<file path="src/rtl/shot_rect_controller.sv">
`default_nettype none
// +--------------------------------------------------------------------------+
// | shot_rect_controller: shot lifecycle FSM plus per-pixel rectangle/offsets |
// | Revision 1.0                                                              |
// +--------------------------------------------------------------------------+
module shot_rect_controller #(
  parameter int OBJECT_WIDTH_X  = 16,
  parameter int OBJECT_HEIGHT_Y = 16,
  parameter int SCREEN_WIDTH    = 640,
  parameter int SPEED_Y         = 4,
  parameter int COOLDOWN_FRAMES = 8
) (
  input  logic        clk,
  input  logic        resetN,
  input  logic        startOfFrame,
  input  logic [10:0] pixelX,
  input  logic [10:0] pixelY,
  input  logic        fire,
  input  logic [10:0] launchX,
  input  logic [10:0] launchY,
  input  logic        collision,
  output logic        InsideRectangle,
  output logic [10:0] offsetX,
  output logic [10:0] offsetY,
  output logic        shotActive,
  output logic [10:0] topLeftX,
  output logic [10:0] topLeftY
);

  typedef enum logic [1:0] {
    IDLE     = 2'd0,
    FLYING   = 2'd1,
    COOLDOWN = 2'd2
  } state_t;

  localparam int              CNT_W    = (COOLDOWN_FRAMES > 0) ? $clog2(COOLDOWN_FRAMES + 1) : 1;
  localparam logic [10:0]     MAX_X    = 11'(SCREEN_WIDTH - OBJECT_WIDTH_X);
  localparam logic [10:0]     STEP_Y   = 11'(SPEED_Y);
  localparam logic [CNT_W-1:0] CNT_LOAD = CNT_W'(COOLDOWN_FRAMES);
  localparam logic [CNT_W-1:0] CNT_ONE  = CNT_W'(1);

  state_t           state_q;
  logic             shotActive_q;
  logic [10:0]      topLeftX_q;
  logic [10:0]      topLeftY_q;
  logic [CNT_W-1:0] cnt_q;

  logic             inside_q;
  logic [10:0]      offsetX_q;
  logic [10:0]      offsetY_q;

  logic             inside_d;
  logic [10:0]      offsetX_d;
  logic [10:0]      offsetY_d;
  logic [11:0]      xRight;
  logic [11:0]      yBottom;

  always_ff @(posedge clk or negedge resetN) begin
    if (!resetN) begin
      state_q      <= IDLE;
      shotActive_q <= 1'b0;
      topLeftX_q   <= '0;
      topLeftY_q   <= '0;
      cnt_q        <= '0;
    end else begin
      case (state_q)
        IDLE: begin
          if (fire) begin
            state_q      <= FLYING;
            shotActive_q <= 1'b1;
            topLeftX_q   <= (launchX > MAX_X) ? MAX_X : launchX;
            topLeftY_q   <= launchY;
          end
        end
        FLYING: begin
          // collision wins over the frame step; leaving the top does not wrap
          if (collision || (startOfFrame && (topLeftY_q < STEP_Y))) begin
            state_q      <= COOLDOWN;
            shotActive_q <= 1'b0;
            cnt_q        <= CNT_LOAD;
          end else if (startOfFrame) begin
            topLeftY_q <= topLeftY_q - STEP_Y;
          end
        end
        COOLDOWN: begin
          if (cnt_q == '0) begin
            state_q <= IDLE;
          end else if (startOfFrame) begin
            cnt_q <= cnt_q - CNT_ONE;
            if (cnt_q == CNT_ONE) begin
              state_q <= IDLE;
            end
          end
        end
        default: begin
          state_q      <= IDLE;
          shotActive_q <= 1'b0;
        end
      endcase
    end
  end

  // bounds in 12 bits so a shot near the 11-bit limit cannot wrap
  always_comb begin
    xRight    = {1'b0, topLeftX_q} + 12'(OBJECT_WIDTH_X - 1);
    yBottom   = {1'b0, topLeftY_q} + 12'(OBJECT_HEIGHT_Y - 1);
    inside_d  = shotActive_q
                && (pixelX >= topLeftX_q) && ({1'b0, pixelX} <= xRight)
                && (pixelY >= topLeftY_q) && ({1'b0, pixelY} <= yBottom);
    offsetX_d = inside_d ? (pixelX - topLeftX_q) : 11'd0;
    offsetY_d = inside_d ? (pixelY - topLeftY_q) : 11'd0;
  end

  always_ff @(posedge clk or negedge resetN) begin
    if (!resetN) begin
      inside_q  <= 1'b0;
      offsetX_q <= '0;
      offsetY_q <= '0;
    end else begin
      inside_q  <= inside_d;
      offsetX_q <= offsetX_d;
      offsetY_q <= offsetY_d;
    end
  end

  assign InsideRectangle = inside_q;
  assign offsetX         = offsetX_q;
  assign offsetY         = offsetY_q;
  assign shotActive      = shotActive_q;
  assign topLeftX        = topLeftX_q;
  assign topLeftY        = topLeftY_q;

endmodule
`default_nettype wire

</file>
<file path="config.mk">
export PLATFORM = sky130hd
export DESIGN_NAME = shot_rect_controller
export DESIGN_NICKNAME = d
export VERILOG_FILES = /design/src/rtl/shot_rect_controller.sv
export SDC_FILE = /design/constraint.sdc
export NUM_CORES = 1
export LEC_CHECK = 0
export BUFFER_PORTS_ARGS = -buffer_cell sky130_fd_sc_hd__buf_4
export CAP_MARGIN = 20
export CORE_MARGIN = 10
export CORE_UTILIZATION = 59
export CTS_BUF_LIST = sky130_fd_sc_hd__clkbuf_8 sky130_fd_sc_hd__clkbuf_16
export DETAILED_ROUTE_END_ITERATION = 8
export PLACE_DENSITY = 0.95
export SLEW_MARGIN = 20
export SYNTH_ARGS = -nofsm -noshare
export SYNTH_HDL_FRONTEND = slang
export SYNTH_SLANG_ARGS = --single-unit
</file>
<file path="constraint.sdc">
create_clock -name clk -period 4.85 [get_ports clk]
set_input_delay 0.97 -clock clk [delete_from_list [all_inputs] [get_ports clk]]
set_output_delay 0.97 -clock clk [all_outputs]
set_load 0.1 [all_outputs]
</file>
==> results.md <==
- Initial antenna violation count: 0
- Yosys reg bits: 52
- RePlAce Congestion: 0.9529
- First-pass GRT wire length: 18,200 um
- CTS Buf Count: 5
- Final hold violation count: 0
- Max rail drop VDD: 0.4781 mV
- Hold Path Class: flip-flop to flip-flop
- Clock H-tree levels: 2
- Post-cts resize count: 0
- DR vias/cell: 6.096
- Core footprint: 6719 um^2
- Layout cell share with drive strength beyond 1: 21.17%
- Final ANT Viol Nets: 0
- CTS Sinks: 52
- Syn_nets: 556
- Post-layout util: 73.07%
- Vias in the first global route: 3,884
- P&R area growth vs syn: 21.30%
- Sequential cell area: 1301 um^2
- Unrepaired setup endpoints after global routing: false
- Critical Path Start Type: flip-flop
- Multi-input gate area: 2575 um^2
- Buffers on Ports: 94
- Pwr dens: 767.4 nW/um^2
- Async SR Flop Fraction: 100.0%
- Overflow after GRT: 0
- Setup violation total in the final timing report: 0
- Fin. max-slew vios: 0
- Initial drt markers: 199
- Post-synth cell types: 59
- MaxCap Viol Count: 0
- Die span in x: 102.8 um
- Post-DP HPWL: 8869 um
- Dominant synthesized flop cell: dfrtp_1
- R2r startpoint: topLeftY[2]$_DFFE_PN0P_
- Status: complete, no violations
- Syn_area_per_cell: 8.896 um^2
- Final worst path period need: 3640 ps
- Worst slew pin tran: 780.9 ps
- Total power draw: 3.768 mW
- Clk Latency, worst-skew pair: 310 ps
- Setup TNS: 0 ps
- Post-CTS Setup Bufs: 0
- Crit end category: flip-flop
- Num rows: 30
- Worst R2R Path Depth: 14
- CTS tree: yes
- Setup CP Type: flip-flop to flip-flop
- Die Y: 102.8 um
- Die area: 10,570 um^2
- IO Pins: 95
- Critical path required time: 5030 ps
- Post-synth EDFFs: 0
- Register area share after synthesis: 32.15%
- CP startpoint: topLeftY[2]$_DFFE_PN0P_
- Overall routing resource usage: 21.25%
- Reg-to-reg critical path endpoint: offsetX[3]$_DFF_PN0_
- Pin count of the biggest net entering global routing: 53
- Cell count after synthesis: 455
- Worst clock skew: 12.18 ps
- Antenna cells: 0
- Setup crit end: offsetX[3]$_DFF_PN0_
- WL final: 11,120 um
- Worst Min Path Start: cnt_q[1]$_DFFE_PN0P_
- Fillers: 519
- Routed wire per std cell: 17.71 um
- Synth warnings: 0
- Clock-pin slew on the worst setup and hold paths: 100 ps
- Final worst-path cycle share: 75.06%
- Clock root cell: clkbuf_8
- Total number of vias: 3,828
- Crit path DAT: 3820 ps
- Initial DRT Pass Iterations: 5
- Cts hold-fix bufs: 0
- Critical path fanouts, max: 23
- Clock buffer depth: 2
- Post-Syn Area: 4048 um^2
- Lkg Pwr: 2.325 nW
- Peak Freq: 274.7 MHz
- Initial Utilization: 60.24%
- Relative slew slack: 47.82%
- Worst R2R Setup Slack: 1210 ps
- Final #Nets: 648
- DRC Markers: 0
==> synth_stat cells (4+ instances only) <==
| cell | instances | area (um^2) |
|---|---|---|
| xor2_1 | 6 | 52.55 |
| nand2_1 | 31 | 116.4 |
| a21oi_1 | 34 | 170.2 |
| nor4_1 | 6 | 37.54 |
| nor2_1 | 36 | 135.1 |
| o21ai_0 | 39 | 195.2 |
| nand3_1 | 17 | 85.08 |
| xnor2_1 | 23 | 201.4 |
| a22oi_1 | 4 | 30.03 |
| inv_1 | 32 | 120.1 |
| nor2b_1 | 4 | 25.02 |
| and3_1 | 4 | 25.02 |
| ha_1 | 50 | 625.6 |
| o21a_1 | 6 | 45.04 |
| a21o_1 | 9 | 67.56 |
| clkbuf_1 | 5 | 18.77 |
| dfrtp_1 | 52 | 1301 |
| nand4_1 | 7 | 43.79 |
| a211oi_1 | 8 | 60.06 |
| nor3_1 | 20 | 100.1 |
==> power breakdown <==
| part | internal [mW] | leakage, nW | total (mW) | switching [mW] |
|---|---|---|---|---|
| sequential | 0.556 | 0.675 | 0.707 | 0.150 |
| combinational | 0.874 | 1.59 | 2.77 | 1.89 |
| clock | 0.151 | 0.0593 | 0.294 | 0.143 |
| total | 1.58 | 2.32 | 3.77 | 2.19 |
==> layout make-up <==
type / count / area share [%]
clock inverters: 3 / 0.7900
multi-input cells: 362 / 52.45
flip-flops and latches: 52 / 26.50
clock buffers: 5 / 1.402
well taps: 80 / 2.039
repair buffers: 94 / 14.37
inverters: 32 / 2.446
==> worst max-delay path, cell delays in order, from the launching register on <==
cell and delay (ps):
dfrtp_1 460, inv_1 160, ha_1 170, inv_1 30, o21ai_0 270, and3_1 270
nand3_1 120, xnor2_1 170, ha_1 310, a21o_1 160, a211oi_1 270, o21ai_0 130
a21oi_1 260, o221ai_4 320, a2111oi_0 410
==> cell families (layout without fill, tap and decap cells) <==
family | count (synthesis) | after routing | synth area share (%)
flip-flops | 52 | 52 | 32.15
adder cells (fa/ha/maj) | 52 | 52 | 16.45
XOR/XNOR | 29 | 29 | 6.275
AO/OA/AOI/OAI | 137 | 137 | 23.09
buffers and inverters | 41 | 134 | 4.235
AND/OR/NAND/NOR | 144 | 144 | 17.81
==> worst min-delay path by stage <==
stage	cells after the start	slack, ps	endpoint
2_1_floorplan	2	470	cnt_q[1]$_DFFE_PN0P_
3_3_place_gp	2	490	cnt_q[1]$_DFFE_PN0P_
3_5_place_dp	2	500	cnt_q[1]$_DFFE_PN0P_
4_1_cts	1	530	cnt_q[1]$_DFFE_PN0P_
5_1_grt	1	550	cnt_q[1]$_DFFE_PN0P_
6_report	2	530	cnt_q[1]$_DFFE_PN0P_
==> stage by stage <==
step                cells  hold slack [ps]  setup WS, ps  area, um^2
floorplan             455            465.9          1124        4048
global placement      620            490.3          1568        4802
detailed placement    620            501.3          1333        4802
CTS                   628            526.6          1233        4910
global route          628            547.1         837.8        4910
finish                628            528.1          1210        4910
==> cell usage in the layout (no fill, tap or decap), types with 5 or more instances in the layout <==
| cell | netlist | routed |
|---|---|---|
| nor2_1 | 36 | 36 |
| o21a_1 | 6 | 6 |
| nand2_1 | 31 | 31 |
| nand4_1 | 7 | 7 |
| buf_4 | 0 | 94 |
| a211oi_1 | 8 | 8 |
| a21oi_1 | 34 | 34 |
| ha_1 | 50 | 50 |
| xnor2_1 | 23 | 23 |
| xor2_1 | 6 | 6 |
| nor4_1 | 6 | 6 |
| inv_1 | 32 | 33 |
| dfrtp_1 | 52 | 52 |
| a21o_1 | 9 | 9 |
| clkbuf_8 | 0 | 5 |
| nand3_1 | 17 | 17 |
| nor3_1 | 20 | 20 |
| o21ai_0 | 39 | 39 |
==> routing by layer <==
layer / track usage, % / share of wire [%] / wire, um / vias up
met5: 0 / 0 / 0 / -
met4: 6.845 / 2.9 / 324 / 0
met3: 4.491 / 7.5 / 832 / 27
met2: 37.73 / 49 / 5480 / 159
met1: 24.94 / 40 / 4482 / 1802
li1: - / - / - / 1840
==> registers in the layout (all words and copies together) (netlist names) <==
signal           count
offsetX             11
offsetY             11
topLeftX            11
topLeftY            11
cnt_q                4
state_q              2
InsideRectangle      1
shotActive           1
Power figures use the tool's default switching activity.
